### src/rtl/serial_collector_pkg.sv
// ============================================================================
// serial_collector_pkg : shared types and sizing helpers for serial_word_collector
// Optional build macro : SERIAL_COLLECTOR_PARITY_EN (adds a trailing parity bit)
// Revision             : 1.0 initial release
// ============================================================================
`default_nettype none

package serial_collector_pkg;

   typedef enum logic [0:0] {
      IDLE    = 1'b0,
      COLLECT = 1'b1
   } state_t;

   // Extra serial bits appended to every word beyond the data payload.
`ifdef SERIAL_COLLECTOR_PARITY_EN
   localparam int unsigned FRAME_EXTRA = 1;
`else
   localparam int unsigned FRAME_EXTRA = 0;
`endif

   function automatic int unsigned frame_bits(input int unsigned width);
      return width + FRAME_EXTRA;
   endfunction

   function automatic int unsigned cnt_width(input int unsigned width);
      return $clog2(frame_bits(width)) + 1;
   endfunction

endpackage

`default_nettype wire

### src/rtl/serial_word_collector_word_hold_buf.sv
// ============================================================================
// word_hold_buf : one-entry valid/ready holding buffer with sticky drop flag
// Revision      : 1.0 initial release
// ============================================================================
`default_nettype none

module word_hold_buf #(
   parameter int DW = 4
) (
   input  logic          clk,
   input  logic          rst_n,
   input  logic          load,
   input  logic [DW-1:0] load_data,
   input  logic          ready,
   output logic [DW-1:0] data,
   output logic          valid,
   output logic          overflow
);

   // A load succeeds when the slot is empty or is being drained on the same edge.
   always_ff @(posedge clk or posedge rst_n) begin
      if (rst_n) begin
         data     <= '0;
         valid    <= 1'b0;
         overflow <= 1'b0;
      end else begin
         if (load) begin
            if (!valid || ready) begin
               data  <= load_data;
               valid <= 1'b1;
            end else begin
               overflow <= 1'b1;
            end
         end else if (valid && ready) begin
            valid <= 1'b0;
         end
      end
   end

endmodule

`default_nettype wire

### src/rtl/serial_word_collector.sv
// ============================================================================
// serial_word_collector : assembles a serial bit stream into WIDTH-bit words
// Optional build macro  : SERIAL_COLLECTOR_PARITY_EN (even parity bit per word)
// Revision              : 1.0 initial release
// ============================================================================
`default_nettype none

module serial_word_collector
   import serial_collector_pkg::*;
#(
   parameter int WIDTH     = 4,
   parameter bit MSB_FIRST = 1'b1
) (
   input  logic                            clk,
   input  logic                            rst_n,
   input  logic                            bit_in,
   input  logic                            bit_valid,
   output logic [WIDTH-1:0]                word_out,
   output logic                            word_valid,
   input  logic                            word_ready,
   output logic [cnt_width(WIDTH)-1:0]     bit_cnt,
`ifdef SERIAL_COLLECTOR_PARITY_EN
   output logic                            parity_err,
`endif
   output logic                            overflow
);

   localparam int unsigned FRAME = frame_bits(WIDTH);
   localparam int          CW    = cnt_width(WIDTH);

   state_t             state;
   state_t             state_nxt;
   logic [WIDTH-1:0]   acc;
   logic [WIDTH-1:0]   acc_shift;
   logic               last_bit;
   logic               load;

   assign last_bit = (bit_cnt == CW'(FRAME - 1));

   generate
      if (MSB_FIRST) begin : g_msb_first
         assign acc_shift = {acc[WIDTH-2:0], bit_in};
      end else begin : g_lsb_first
         assign acc_shift = {bit_in, acc[WIDTH-1:1]};
      end
   endgenerate

   always_ff @(posedge clk or posedge rst_n) begin
      if (rst_n) begin
         state <= IDLE;
      end else begin
         state <= state_nxt;
      end
   end

   always_comb begin
      state_nxt = state;
      case (state)
         IDLE:    if (bit_valid)             state_nxt = COLLECT;
         COLLECT: if (bit_valid && last_bit) state_nxt = IDLE;
         default:                            state_nxt = IDLE;
      endcase
   end

   always_comb begin
      load = 1'b0;
      case (state)
         COLLECT: load = bit_valid && last_bit;
         default: load = 1'b0;
      endcase
   end

   always_ff @(posedge clk or posedge rst_n) begin
      if (rst_n) begin
         acc     <= '0;
         bit_cnt <= '0;
      end else if (bit_valid) begin
         if (last_bit) begin
            acc     <= '0;
            bit_cnt <= '0;
         end else begin
            acc     <= acc_shift;
            bit_cnt <= bit_cnt + CW'(1);
         end
      end
   end

`ifdef SERIAL_COLLECTOR_PARITY_EN
   // The final frame bit is the parity bit, so the payload is already complete in acc.
   logic [WIDTH:0] buf_data;

   word_hold_buf #(
      .DW (WIDTH + 1)
   ) u_hold (
      .clk       (clk),
      .rst_n     (rst_n),
      .load      (load),
      .load_data ({(^acc) ^ bit_in, acc}),
      .ready     (word_ready),
      .data      (buf_data),
      .valid     (word_valid),
      .overflow  (overflow)
   );

   assign word_out   = buf_data[WIDTH-1:0];
   assign parity_err = word_valid & buf_data[WIDTH];
`else
   word_hold_buf #(
      .DW (WIDTH)
   ) u_hold (
      .clk       (clk),
      .rst_n     (rst_n),
      .load      (load),
      .load_data (acc_shift),
      .ready     (word_ready),
      .data      (word_out),
      .valid     (word_valid),
      .overflow  (overflow)
   );
`endif

endmodule

`default_nettype wire
### config.mk
export PLATFORM = sky130hd
export DESIGN_NAME = serial_word_collector
export DESIGN_NICKNAME = d
export VERILOG_FILES = /design/src/rtl/serial_collector_pkg.sv /design/src/rtl/serial_word_collector_word_hold_buf.sv /design/src/rtl/serial_word_collector.sv
export SDC_FILE = /design/constraint.sdc
export NUM_CORES = 1
export LEC_CHECK = 0
export BUFFER_PORTS_ARGS = -buffer_cell sky130_fd_sc_hd__buf_2
export CAP_MARGIN = 20
export CORE_AREA = 2 2 39 41
export CTS_BUF_LIST = sky130_fd_sc_hd__clkbuf_4 sky130_fd_sc_hd__clkbuf_8
export CTS_CLUSTER_DIAMETER = 100
export DETAILED_ROUTE_END_ITERATION = 6
export DIE_AREA = 0 0 41 43
export PLACE_DENSITY = 0.68
export SYNTH_ARGS = -nofsm -noshare
export SYNTH_HDL_FRONTEND = slang
export SYNTH_SLANG_ARGS = --single-unit
### constraint.sdc
create_clock -name clk -period 1.5 [get_ports clk]
set_input_delay 0.375 -clock clk [delete_from_list [all_inputs] [get_ports clk]]
set_output_delay 0.375 -clock clk [all_outputs]
set_load 0.05 [all_outputs]
==> impl_metrics.ini <==
[run_status]
outcome = complete, no violations

[floorplan]
core.rowCount = 14
die_area_mm2 = 0.00176
ioPinCount = 14
start_util = 0.388
coreArea_mm2 = 0.00138
die_h_um = 43
die_w_um = 41

[clocking]
cts_buffers = 3
cts_tree = yes
hold_buffers = 0
clock_sinks = 13
clk_latency_ns = 0.27
clk_path_buf_depth = 2
cts_max_level = 1
post_cts_buffers = 0
ctsResizeCount = 0
clock-root-buffer = clkbuf_4
clk_pin_slew_ns = 0.08

[yosys]
syn_nets = 46
synth_xor_area_frac = 0
synth_top_family_by_area = simple AND/OR/NAND/NOR gates
ys_ff_latch = 13
synth_compound_area_frac = 0.0769
yosysSeqAreaShare = 0.606
synthSimpleGateAreaFrac = 0.131
synth_fa_ha_area_frac = 0.0233
syn_area_um2 = 537
synthTopCellsByArea = dfrtp_1, mux2_2, nand4b_4
synth_mux_area_frac = 0.126
yosysTopAreaCellShare = 0.606
synth_cell_type_count = 15
yosys_warnings = 0
synth_cells = 40
yosysTopAreaCell = dfrtp_1
synth_area_per_cell_um2 = 13.4

[drt]
wl_um = 856
post_drt_wl_per_cell_um = 11.7
firstDrtPassIters = 3
dr.first_iter.drc_count = 3
drc = 0
vias = 347
routed_via_density = 4.75
final_antenna_net_count = 0

[placement]
dpl.hpwl_um = 640
dp_slack_ns = 0.159
io_buffers = 13
gp_congestion = 0.657

[sta]
setup_ws_ns = 0.158
tightestPinTransition_ns = 0.492
timing.final.crit_period_ns = 1.34
finClkSkew_ns = 0.00336
finalHoldViolations = 0
whs_ns = 0.112
rsz0062_at_grt = false
setup_tns_ns = 0
post-route-period-util = 0.895
slew_headroom = 0.672
finalSetupViolations = 0
fmax_ghz = 0.745
drv_slew = 0

[worst_setup_path]
worst_ep_arrival_time_ns = 1.50
cp_top_family = flip-flops
crit_buf_inv = 0
worst_setup_path_start_kind = flip-flop
cpPeakStageDelay_ns = 0.41
reg2reg_from = bit_cnt[0]$_DFFE_PP0P_
r2r_slack_ns = 0.16
endpoint_kind = flip-flop
cp_max_fo = 4
slowest_stage = dfrtp_2
critical_path_class = reg -> reg
worstPathCellList = ha_4, nand4b_4, nor2b_4, mux2_2
timing.rr.end = u_hold.data[1]$_DFFE_PP0P_
required_ns = 1.65
r2r_cells = 4

[pwr]
ir_drop_uv = 1150
power.switching_mw = 0.697
switching_share = 0.451
pwr-share-clk = 0.147
seqPwrFrac = 0.375
leakage_nw = 0.334
powerDensity_mw_per_mm2 = 2310
internal_power_mw = 0.848
pwr-share-comb = 0.478

[grt]
grt_max_degree = 14
antenna_found_initial = 0
grt_pass1_vias = 339
globalRouteTotalUtil = 0.126
grt_first_pass_wirelength_um = 1440
overflow = 0

[finish]
post-route-util = 0.484
diodes = 0
nets = 64
syn2layout_area_growth_pct = 24.7
layout_commonest_cell = buf_2
fill_cells = 121
final_cell_mix = buf_2, dfrtp_1, mux2_2
layout-drive-gt1-share = 0.509

[job]
drv_cap = 0

[min_path]
hp-class = in -> async
[worst reg2reg max path: cells and delay by family, from the launching register on]
kind	cells	cell delay (ns)
DFF	1	0.41
muxes	1	0.36
and+or+nand+nor	2	0.31
adders and majority gates	1	0.16
[synthesized netlist by cell type, drive strengths merged]
| cell type | number |
|---|---|
| a21boi | 1 |
| and2b | 1 |
| buf | 1 |
| dfrtp | 13 |
| ha | 1 |
| inv | 4 |
| mux2 | 6 |
| nand2 | 4 |
| nand2b | 1 |
| nand4b | 1 |
| nor2 | 1 |
| nor2b | 1 |
| o21a | 1 |
| o21bai | 1 |
| o22ai | 3 |
[routing by layer]
layer	global-route usage	vias to the layer above	wire [um]	share of wire
met3	0.0785	2	77	0.090
li1	-	169	-	-
met4	0.0400	0	14	0.016
met2	0.156	12	371	0.43
met5	0	-	0	0
met1	0.179	164	393	0.46
[logic make-up (layout without fill, tap and decap cells)]
logic type	after synthesis	after routing
AND/OR/NAND/NOR	9	9
buffers and inverters	5	22
adder cells (fa/ha/maj)	1	1
flip-flops	13	13
AO/OA/AOI/OAI	6	6
multiplexers	6	6
[cell type report]
| class | count | area [um2] | share of cell area |
|---|---|---|---|
| Inverter | 4 | 15.0 | 0.0224 |
| Tap cell | 16 | 20.0 | 0.0299 |
| Sequential cell | 13 | 328 | 0.490 |
| Clock buffer | 4 | 30.0 | 0.0449 |
| Timing Repair Buffer | 14 | 72.6 | 0.108 |
| Multi-Input combinational cell | 22 | 204 | 0.305 |
[worst max path at each step]
stage               cells after the start  slack (ns)                   start                    endpoint
global route                            4        0.11  bit_cnt[0]$_DFFE_PP0P_  u_hold.data[1]$_DFFE_PP0P_
finish                                  4        0.16  bit_cnt[0]$_DFFE_PP0P_  u_hold.data[1]$_DFFE_PP0P_
global placement                        4        0.20  bit_cnt[0]$_DFFE_PP0P_  u_hold.data[1]$_DFFE_PP0P_
detailed placement                      4        0.16  bit_cnt[0]$_DFFE_PP0P_  u_hold.data[1]$_DFFE_PP0P_
floorplan                               4        0.03  bit_cnt[0]$_DFFE_PP0P_  u_hold.data[0]$_DFFE_PP0P_
CTS                                     4        0.15  bit_cnt[0]$_DFFE_PP0P_  u_hold.data[1]$_DFFE_PP0P_
[stage by stage]
step | power [mW] | std cells | cell area, um2
floorplan | 1.17 | 40 | 552
global placement | 1.31 | 69 | 639
detailed placement | 1.34 | 69 | 639
CTS | 1.56 | 73 | 669
global route | 1.64 | 73 | 669
finish | 1.55 | 73 | 669
[power by group through the flow]
stage	clock [mW]	sequential, mW	combinational [mW]
6_report	0.227	0.580	0.739
5_1_grt	0.252	0.605	0.781
4_1_cts	0.231	0.584	0.746
3_5_place_dp	0	0.590	0.746
3_3_place_gp	0	0.583	0.728
2_1_floorplan	0	0.918	0.247
[registers in the layout (all words and copies together), names as in the netlist]
| name | cells |
|---|---|
| acc | 3 |
| bit_cnt | 3 |
| state | 1 |
| u_hold.data | 4 |
| u_hold.overflow | 1 |
| u_hold.valid | 1 |
Power figures use the tool's default switching activity.
